--- config.mk ---
export PLATFORM = sky130hd
export DESIGN_NAME = memory_decoder_flat
export DESIGN_NICKNAME = d
export VERILOG_FILES = /design/src/rtl/memory_decoder_if.sv /design/src/rtl/memory_decoder.sv /design/src/flat_wrapper.sv
export SDC_FILE = /design/constraint.sdc
export NUM_CORES = 1
export LEC_CHECK = 0
export ABC_CLOCK_PERIOD_IN_PS = 3900
export CELL_PAD_IN_SITES_DETAIL_PLACEMENT = 1
export CELL_PAD_IN_SITES_GLOBAL_PLACEMENT = 1
export CORE_UTILIZATION = 17
export DETAILED_ROUTE_END_ITERATION = 16
export MAX_ROUTING_LAYER = met4
export PLACE_DENSITY = 0.82
export SYNTH_ARGS = -nofsm -noshare
export SYNTH_HDL_FRONTEND = slang
export SYNTH_SLANG_ARGS = --single-unit
--- constraint.sdc ---
create_clock -name clock -period 3.9 [get_ports clock]
set_clock_uncertainty 0.1 [all_clocks]
set_input_delay 0.78 -clock clock [delete_from_list [all_inputs] [get_ports clock]]
set_output_delay 0.78 -clock clock [all_outputs]
set_load 0.05 [all_outputs]
--- src/rtl/memory_decoder_if.sv ---
`timescale 1ns/1ps
`default_nettype none
// ============================================================================
//  Module      : memory_decoder_if
//  Description : Bus bundle between the arbiter memory port, the decoder and
//                the peripheral slaves.
//                  memory_*  : single-master request/response port
//                  slave_*   : fan-out port towards SLAVES peripherals
//                modport slave  - the decoder's view (answers memory_*,
//                                 drives slave_* requests)
//                modport master - the surrounding system's view (arbiter
//                                 plus peripherals)
//  Revision    : 1.0 - initial release
// ============================================================================
interface memory_decoder_if #(
    parameter int SLAVES = 4,
    parameter int AW     = 32,
    parameter int DW     = 32
);
    logic                 memory_valid;
    logic                 memory_instr;
    logic [AW-1:0]        memory_addr;
    logic [DW-1:0]        memory_wdata;
    logic [DW/8-1:0]      memory_wstrb;
    logic [DW-1:0]        memory_rdata;
    logic                 memory_ready;
    logic                 memory_error;

    logic [SLAVES-1:0]    slave_valid;
    logic                 slave_instr;
    logic [AW-1:0]        slave_addr;
    logic [DW-1:0]        slave_wdata;
    logic [DW/8-1:0]      slave_wstrb;
    logic [SLAVES*DW-1:0] slave_rdata;
    logic [SLAVES-1:0]    slave_ready;

    modport slave (
        input  memory_valid, memory_instr, memory_addr, memory_wdata, memory_wstrb,
        output memory_rdata, memory_ready, memory_error,
        output slave_valid, slave_instr, slave_addr, slave_wdata, slave_wstrb,
        input  slave_rdata, slave_ready
    );

    modport master (
        output memory_valid, memory_instr, memory_addr, memory_wdata, memory_wstrb,
        input  memory_rdata, memory_ready, memory_error,
        input  slave_valid, slave_instr, slave_addr, slave_wdata, slave_wstrb,
        output slave_rdata, slave_ready
    );
endinterface
`default_nettype wire

--- src/rtl/memory_decoder.sv ---
`timescale 1ns/1ps
`default_nettype none
// ============================================================================
//  Module      : memory_decoder
//  Description : Single-master, N-slave memory bus decoder with tracked
//                transactions. Routes each request to the lowest-indexed
//                address window that contains it (address rebased to the
//                window), returns only the selected slave's response, answers
//                unmapped addresses with an error and times out silent slaves.
//  Ports       : clock  - rising-edge clock
//                reset  - synchronous, active-high
//                bus    - memory_decoder_if.slave (memory_* and slave_* buses)
//                status - sticky flags {protocol violation, timeout, decode err}
//  Revision    : 1.0 - initial release
// ============================================================================
module memory_decoder #(
    parameter int                   SLAVES    = 4,
    parameter int                   AW        = 32,
    parameter int                   DW        = 32,
    parameter logic [SLAVES*AW-1:0] BASE_ADDR = {32'h00800000, 32'h00100000,
                                                 32'h00200000, 32'h00000000},
    parameter logic [SLAVES*AW-1:0] TOP_ADDR  = {32'h00801000, 32'h00100004,
                                                 32'h00210000, 32'h00100000},
    parameter int                   TIMEOUT   = 1023
) (
    input  logic             clock,
    input  logic             reset,
    memory_decoder_if.slave  bus,
    output logic [2:0]       status
);

    localparam int          C_IW      = (SLAVES > 1) ? $clog2(SLAVES) : 1;
    localparam logic [15:0] C_TIMEOUT = 16'(TIMEOUT);
    localparam logic [15:0] C_CNT_MAX = 16'hFFFF;

    typedef enum logic [1:0] {
        S_IDLE = 2'd0,
        S_BUSY = 2'd1,
        S_ERR  = 2'd2
    } state_t;

    state_t            r_state_q, w_state_d;
    logic [C_IW-1:0]   r_sel_q,   w_sel_d;
    logic [15:0]       r_cnt_q,   w_cnt_d;
    logic [2:0]        r_status_q, w_status_d;

    logic              w_hit;
    logic [C_IW-1:0]   w_hit_idx;
    logic [AW-1:0]     w_hit_base;
    logic              w_sel_ready;
    logic [DW-1:0]     w_sel_rdata;
    logic [SLAVES-1:0] w_slave_valid;
    logic              w_mem_ready;
    logic              w_mem_error;
    logic [DW-1:0]     w_mem_rdata;

    // Address decode. Scanning from the top index down lets a lower index
    // overwrite the result, so the lowest matching window wins on overlap.
    always_comb begin
        w_hit      = 1'b0;
        w_hit_idx  = '0;
        w_hit_base = '0;
        for (int i = SLAVES - 1; i >= 0; i--) begin
            if ((bus.memory_addr >= BASE_ADDR[i*AW +: AW]) &&
                (bus.memory_addr <  TOP_ADDR[i*AW +: AW])) begin
                w_hit      = 1'b1;
                w_hit_idx  = C_IW'(i);
                w_hit_base = BASE_ADDR[i*AW +: AW];
            end
        end
    end

    assign w_sel_ready = bus.slave_ready[r_sel_q];
    assign w_sel_rdata = bus.slave_rdata[r_sel_q*DW +: DW];

    // Next-state and response logic.
    always_comb begin
        w_state_d     = r_state_q;
        w_sel_d       = r_sel_q;
        w_cnt_d       = r_cnt_q;
        w_status_d    = r_status_q;
        w_slave_valid = '0;
        w_mem_ready   = 1'b0;
        w_mem_error   = 1'b0;
        w_mem_rdata   = '0;
        case (r_state_q)
            S_IDLE: begin
                if (bus.memory_valid) begin
                    if (w_hit) begin
                        w_slave_valid[w_hit_idx] = 1'b1;
                        w_sel_d   = w_hit_idx;
                        w_cnt_d   = '0;
                        w_state_d = S_BUSY;
                    end else begin
                        w_status_d[0] = 1'b1;
                        w_state_d     = S_ERR;
                    end
                end
            end
            S_BUSY: begin
                // A slave answer in the timeout cycle takes priority.
                if (w_sel_ready) begin
                    w_mem_ready = 1'b1;
                    w_mem_rdata = w_sel_rdata;
                    w_state_d   = S_IDLE;
                end else if (r_cnt_q == C_TIMEOUT) begin
                    w_mem_ready   = 1'b1;
                    w_mem_error   = 1'b1;
                    w_status_d[1] = 1'b1;
                    w_state_d     = S_IDLE;
                end else if (r_cnt_q != C_CNT_MAX) begin
                    w_cnt_d = r_cnt_q + 16'd1;
                end
                if (bus.memory_valid) begin
                    w_status_d[2] = 1'b1;
                end
            end
            S_ERR: begin
                w_mem_ready = 1'b1;
                w_mem_error = 1'b1;
                w_state_d   = S_IDLE;
                if (bus.memory_valid) begin
                    w_status_d[2] = 1'b1;
                end
            end
            default: begin
                w_state_d = S_IDLE;
            end
        endcase
    end

    always_ff @(posedge clock) begin
        if (reset) begin
            r_state_q  <= S_IDLE;
            r_sel_q    <= '0;
            r_cnt_q    <= '0;
            r_status_q <= '0;
        end else begin
            r_state_q  <= w_state_d;
            r_sel_q    <= w_sel_d;
            r_cnt_q    <= w_cnt_d;
            r_status_q <= w_status_d;
        end
    end

    // Every output, including the broadcast copies, is forced low while reset
    // is asserted so nothing leaks out before the state register is cleared.
    assign bus.slave_valid  = reset ? '0   : w_slave_valid;
    assign bus.slave_instr  = reset ? 1'b0 : bus.memory_instr;
    assign bus.slave_addr   = reset ? '0   :
                              (w_hit ? (bus.memory_addr - w_hit_base) : bus.memory_addr);
    assign bus.slave_wdata  = reset ? '0   : bus.memory_wdata;
    assign bus.slave_wstrb  = reset ? '0   : bus.memory_wstrb;
    assign bus.memory_ready = reset ? 1'b0 : w_mem_ready;
    assign bus.memory_error = reset ? 1'b0 : w_mem_error;
    assign bus.memory_rdata = reset ? '0   : w_mem_rdata;
    assign status           = reset ? 3'b0 : r_status_q;

endmodule
`default_nettype wire

--- src/flat_wrapper.sv ---
// flat-port wrapper written by rule: the top's interface ports become plain ports
module memory_decoder_flat 
#(
    parameter int                   SLAVES    = 4,
    parameter int                   AW        = 32,
    parameter int                   DW        = 32,
    parameter logic [SLAVES*AW-1:0] BASE_ADDR = {32'h00800000, 32'h00100000,
                                                 32'h00200000, 32'h00000000},
    parameter logic [SLAVES*AW-1:0] TOP_ADDR  = {32'h00801000, 32'h00100004,
                                                 32'h00210000, 32'h00100000},
    parameter int                   TIMEOUT   = 1023
)
  (clock, reset, status, bus_memory_valid, bus_memory_instr, bus_memory_addr, bus_memory_wdata, bus_memory_wstrb, bus_memory_rdata, bus_memory_ready, bus_memory_error, bus_slave_valid, bus_slave_instr, bus_slave_addr, bus_slave_wdata, bus_slave_wstrb, bus_slave_rdata, bus_slave_ready);
  memory_decoder_if #(.SLAVES(SLAVES), .AW(AW), .DW(DW)) bus_i ();
  input  logic clock;
  input  logic reset;
  output logic [2:0] status;
  input wire logic [$bits(bus_i.memory_valid)-1:0] bus_memory_valid;
  input wire logic [$bits(bus_i.memory_instr)-1:0] bus_memory_instr;
  input wire logic [$bits(bus_i.memory_addr)-1:0] bus_memory_addr;
  input wire logic [$bits(bus_i.memory_wdata)-1:0] bus_memory_wdata;
  input wire logic [$bits(bus_i.memory_wstrb)-1:0] bus_memory_wstrb;
  output wire logic [$bits(bus_i.memory_rdata)-1:0] bus_memory_rdata;
  output wire logic [$bits(bus_i.memory_ready)-1:0] bus_memory_ready;
  output wire logic [$bits(bus_i.memory_error)-1:0] bus_memory_error;
  output wire logic [$bits(bus_i.slave_valid)-1:0] bus_slave_valid;
  output wire logic [$bits(bus_i.slave_instr)-1:0] bus_slave_instr;
  output wire logic [$bits(bus_i.slave_addr)-1:0] bus_slave_addr;
  output wire logic [$bits(bus_i.slave_wdata)-1:0] bus_slave_wdata;
  output wire logic [$bits(bus_i.slave_wstrb)-1:0] bus_slave_wstrb;
  input wire logic [$bits(bus_i.slave_rdata)-1:0] bus_slave_rdata;
  input wire logic [$bits(bus_i.slave_ready)-1:0] bus_slave_ready;
  assign bus_i.memory_valid = bus_memory_valid;
  assign bus_i.memory_instr = bus_memory_instr;
  assign bus_i.memory_addr = bus_memory_addr;
  assign bus_i.memory_wdata = bus_memory_wdata;
  assign bus_i.memory_wstrb = bus_memory_wstrb;
  assign bus_memory_rdata = bus_i.memory_rdata;
  assign bus_memory_ready = bus_i.memory_ready;
  assign bus_memory_error = bus_i.memory_error;
  assign bus_slave_valid = bus_i.slave_valid;
  assign bus_slave_instr = bus_i.slave_instr;
  assign bus_slave_addr = bus_i.slave_addr;
  assign bus_slave_wdata = bus_i.slave_wdata;
  assign bus_slave_wstrb = bus_i.slave_wstrb;
  assign bus_i.slave_rdata = bus_slave_rdata;
  assign bus_i.slave_ready = bus_slave_ready;
  memory_decoder #(.SLAVES(SLAVES), .AW(AW), .DW(DW), .BASE_ADDR(BASE_ADDR), .TOP_ADDR(TOP_ADDR), .TIMEOUT(TIMEOUT)) u_core (.clock(clock), .reset(reset), .bus(bus_i), .status(status));
endmodule
==> impl.org <==
** Synth
- Cell Area, Synth :: 0.00307 mm²
- Counting flops with an async set or reset pin after synthesis yields a share of 0.
- Cell count after synthesis :: 367
- Yosys Warn Count :: 0
- Unique cell type count in the Yosys netlist :: 48
- Number of synthesized flops with an enable pin :: 0
- Mapped Nets :: 579
- Mean post-synth cell area :: 8.37 µm²
- The most used flip-flop cell after synthesis is sky130_fd_sc_hd__dfxtp_1.
- Cell types with the largest area share after synthesis :: sky130_fd_sc_hd__mux4_2, sky130_fd_sc_hd__nor2b_1, sky130_fd_sc_hd__dfxtp_1
- The largest total area in the synthesized netlist belongs to sky130_fd_sc_hd__mux4_2.
- The share of the Yosys chip area taken by registers is 0.150.
- Area share of the largest cell type after synthesis :: 0.242
- #FFs+latches synth :: 23

** Clock tree
- For the worst-skew pair, the clock arrives at the later sink with an insertion delay of 0.26 ns.
- CTS built an H-tree with a depth of 1.
- Clock tree from TritonCTS :: yes
- Num Clock Sinks :: 23
- Cell at the root of the clock tree :: sky130_fd_sc_hd__clkbuf_16
- The clock passes through at most 2 buffers.
- Clock slew at reported path FFs :: 0.06 ns
- In this run, CTS created clock tree buffers numbering 3.

** Drt
- Total wire length :: 17.3 mm
- For this run, design rule violations remaining after detail routing come to 0.
- For this block, the via count after detailed routing is 4363.
- Once detail routing completed, the nets flagged for antenna violations numbered 0.
- Initial drt markers :: 121
- Drt wl/cell :: 18.4 µm
- Vias per std cell :: 4.64
- Number of iterations in the first detailed-routing pass :: 6

** Global route
- For this run, the total global-route usage over all layers was measured as 0.178.
- The number of global-route vias before repair came to 4602.
- The initial antenna violation count was 0.
- Maximum number of pins on one net before global-route repair :: 46
- Global-route wire length before repair :: 24.8 mm
- Summed over all layers, the global routing overflow is 0.

** Setup path
- Setup crit end kind :: output pin
- The setup path with the least slack is of type primary input to output pin.
- Crit path DAT :: 3.31 ns
- STA puts the critical path data required time at 3.02 ns.
- Along the worst path, the maximum fanout reaches 3.
- STA classifies the critical path startpoint as a primary input.

** Finish
- Antenna diode count :: 0
- After the last flow step, the layout net total stands at 929.
- Of the cells placed in the final design, the portion with a size suffix greater than 1 is 0.285.
- Relative to the synthesized area, the layout overhead comes to 150%.

** STA
- Measured against its own limit, the worst slew margin works out to 0.575.
- Based on the critical path, the design can be clocked at up to 0.239 GHz.
- Setup ws final :: -0.293 ns
- Setup repair after global routing missed its margin :: yes
- For the pin with the worst max-slew slack, the measured transition is 0.638 ns.
- Hold Fails Final Rpt :: 0
- The number of slew-limit violations in the final report came to 0.
- In the finished design, the share of the clock period the worst path needs comes to 1.08.
- Setup violation total in the final timing report :: 11
- The smallest clock period supported by the final layout is computed as 4.19 ns.

** Power
- IR Drop Worst-Case VDD :: 0.132 mV
- Power spread over the standard cell area amounts to 138 mW/mm².
- Summing internal, switching and leakage power gives 1.06 mW.
- Reported leakage power :: 2.70 nW

** Placed design
- Detailed placement ended at an HPWL of 14.0 mm.
- Worst setup slack before clock tree synthesis :: -0.593 ns
- The congestion estimate from routability-driven global placement came to 0.859.
- IO buf count :: 313

** Run status
- The flow ran to the end, but the final reports show violations.
- Violated checks :: setup timing

** Floorplan
- The initial utilization of the core area, before any placement, comes to 0.176.
- Die boundary height :: 136 µm
- In this run the core area contains 48 standard-cell rows.
- The core region is 0.0175 mm².
- Pin placement for this block handled 314 I/O pins.
- The die covers 0.0186 mm².
- From left edge to right edge, the die measures 136 µm.

** Run
- Across the run, the number of max-cap violations was 0.

** Worst hold path
- The tightest min-delay check is of the register to register type.
==> where the power goes <==
part           switching [mW]  total [mW]  internal (mW)
clock network          0.0938       0.232          0.138
logic                   0.266       0.591          0.324
registers             0.00105       0.238          0.237
==> cells by family (layout without fill, tap and decap cells) <==
group	count (synthesis)	after routing	share of synthesized area
flops	23	23	0.150
mux	33	33	0.242
fa+ha+maj	8	8	0.0350
xor+xnor	1	1	0.00285
buf+inv	37	386	0.0452
compound gates	55	55	0.132
simple gates	210	210	0.393
==> critical path: stages <==
cell and delay [ns]:
sky130_fd_sc_hd__buf_6 0.09, sky130_fd_sc_hd__or4_4 0.55, sky130_fd_sc_hd__and4bb_2 0.34, sky130_fd_sc_hd__nand3_2 0.09
sky130_fd_sc_hd__buf_4 0.15, sky130_fd_sc_hd__buf_4 0.13, sky130_fd_sc_hd__buf_4 0.12, sky130_fd_sc_hd__buf_4 0.12
sky130_fd_sc_hd__buf_4 0.12, sky130_fd_sc_hd__buf_4 0.12, sky130_fd_sc_hd__buf_4 0.12, sky130_fd_sc_hd__buf_4 0.12
sky130_fd_sc_hd__buf_4 0.12, sky130_fd_sc_hd__buf_6 0.11, sky130_fd_sc_hd__nor2_4 0.09, sky130_fd_sc_hd__buf_12 0.14
==> metal layers <==
metal | vias to the layer above | track usage | part of all wire
li1 | 2057 | - | -
met1 | 2057 | 0.186 | 0.36
met2 | 233 | 0.338 | 0.53
met3 | 16 | 0.0377 | 0.090
met4 | 0 | 0.0407 | 0.016
met5 | - | - | 0
==> Yosys cell counts, types with 2 or more instances <==
cell type	instances
sky130_fd_sc_hd__o22ai_1	2
sky130_fd_sc_hd__a21oi_1	13
sky130_fd_sc_hd__mux4_2	33
sky130_fd_sc_hd__and3_1	5
sky130_fd_sc_hd__a311oi_1	9
sky130_fd_sc_hd__or4_1	3
sky130_fd_sc_hd__inv_1	9
sky130_fd_sc_hd__buf_1	4
sky130_fd_sc_hd__nor2b_1	94
sky130_fd_sc_hd__nor4_1	5
sky130_fd_sc_hd__and2_1	5
sky130_fd_sc_hd__a211oi_1	6
sky130_fd_sc_hd__nor2_1	36
sky130_fd_sc_hd__nand4_1	6
sky130_fd_sc_hd__nand2b_1	8
sky130_fd_sc_hd__nand3_1	13
sky130_fd_sc_hd__ha_1	7
sky130_fd_sc_hd__nor3b_1	2
sky130_fd_sc_hd__a41oi_1	4
sky130_fd_sc_hd__o21ai_0	6
sky130_fd_sc_hd__and4_1	5
sky130_fd_sc_hd__nand2_1	14
sky130_fd_sc_hd__or3_1	2
sky130_fd_sc_hd__clkbuf_1	24
sky130_fd_sc_hd__a31oi_1	3
sky130_fd_sc_hd__nor3_1	5
sky130_fd_sc_hd__dfxtp_1	23
==> cells in the final DEF, fill, tap and decap left out, types with 3 or more instances in the layout <==
master / instances
sky130_fd_sc_hd__a211oi_1: 3
sky130_fd_sc_hd__a21oi_1: 12
sky130_fd_sc_hd__a311oi_1: 9
sky130_fd_sc_hd__a31oi_1: 3
sky130_fd_sc_hd__a41oi_1: 4
sky130_fd_sc_hd__and2_1: 5
sky130_fd_sc_hd__and3_1: 4
sky130_fd_sc_hd__and4_1: 5
sky130_fd_sc_hd__buf_12: 51
sky130_fd_sc_hd__buf_2: 3
sky130_fd_sc_hd__buf_4: 58
sky130_fd_sc_hd__buf_6: 4
sky130_fd_sc_hd__clkbuf_16: 3
sky130_fd_sc_hd__clkbuf_2: 3
sky130_fd_sc_hd__clkdlybuf4s50_1: 238
sky130_fd_sc_hd__dfxtp_1: 22
sky130_fd_sc_hd__dlygate4sd2_1: 14
sky130_fd_sc_hd__ha_1: 4
sky130_fd_sc_hd__ha_4: 3
sky130_fd_sc_hd__inv_1: 7
sky130_fd_sc_hd__mux4_2: 33
sky130_fd_sc_hd__nand2_1: 13
sky130_fd_sc_hd__nand2b_1: 8
sky130_fd_sc_hd__nand3_1: 11
sky130_fd_sc_hd__nand4_1: 6
sky130_fd_sc_hd__nor2_1: 18
sky130_fd_sc_hd__nor2_2: 4
sky130_fd_sc_hd__nor2_4: 14
sky130_fd_sc_hd__nor2b_1: 94
sky130_fd_sc_hd__nor3_1: 4
sky130_fd_sc_hd__nor4_2: 3
sky130_fd_sc_hd__o21ai_0: 6
sky130_fd_sc_hd__or4_1: 3
==> area by class of cell <==
cell class	count	area, µm²
well taps	225	282
fillers	1960	9810
inverters	9	33.8
flip-flops and latches	23	462
clock buffers	3	75.1
multi-input cells	307	2760
clock inverters	1	5.00
repair buffers	373	4060
==> path summary, 6_finish.rpt <==
| kind | slack [ns] | start | to | cells past startpoint |
|---|---|---|---|---|
| max | -0.29 | bus_memory_addr[19] | bus_slave_valid[2] | 16 |
| min | 0.36 | u_core.r_status_q[2] | u_core.r_status_q[2] | 2 |
| max reg2reg | 1.32 | u_core.r_cnt_q[0] | u_core.r_cnt_q[9] | 8 |
| min reg2reg | 0.36 | u_core.r_status_q[2] | u_core.r_status_q[2] | 2 |
==> state kept, by name (all words and copies together) (netlist names) <==
| register | cells |
|---|---|
| u_core.r_cnt_q | 16 |
| u_core.r_state_q | 2 |
| u_core.r_sel_q | 2 |
| u_core.r_status_q | 3 |
==> stage by stage <==
step                      utilization  hold slack, ns  setup TNS, ns  instances  cell area [µm²]
after floorplan                     -           0.329         -0.262        367             3170
after global placement          0.418           0.344          -4.39        918             7300
after detailed placement        0.418           0.346          -5.20        918             7300
after CTS                       0.437           0.363          -2.15        938             7630
after global routing            0.439           0.420          -3.14        941             7670
final                           0.439           0.360          -2.10        941             7670
==> timing repair <==
| item | in CTS | in global routing |
|---|---|---|
| resized for setup | 76 | 12 |
| cloned | 0 | 0 |
| buffers inserted | 19 | 4 |
| pin swaps | 23 | 20 |
| hold buffers | 0 | 0 |
| setup endpoints to repair | 12 | 12 |
No activity file was read; power rests on OpenSTA's default activity.
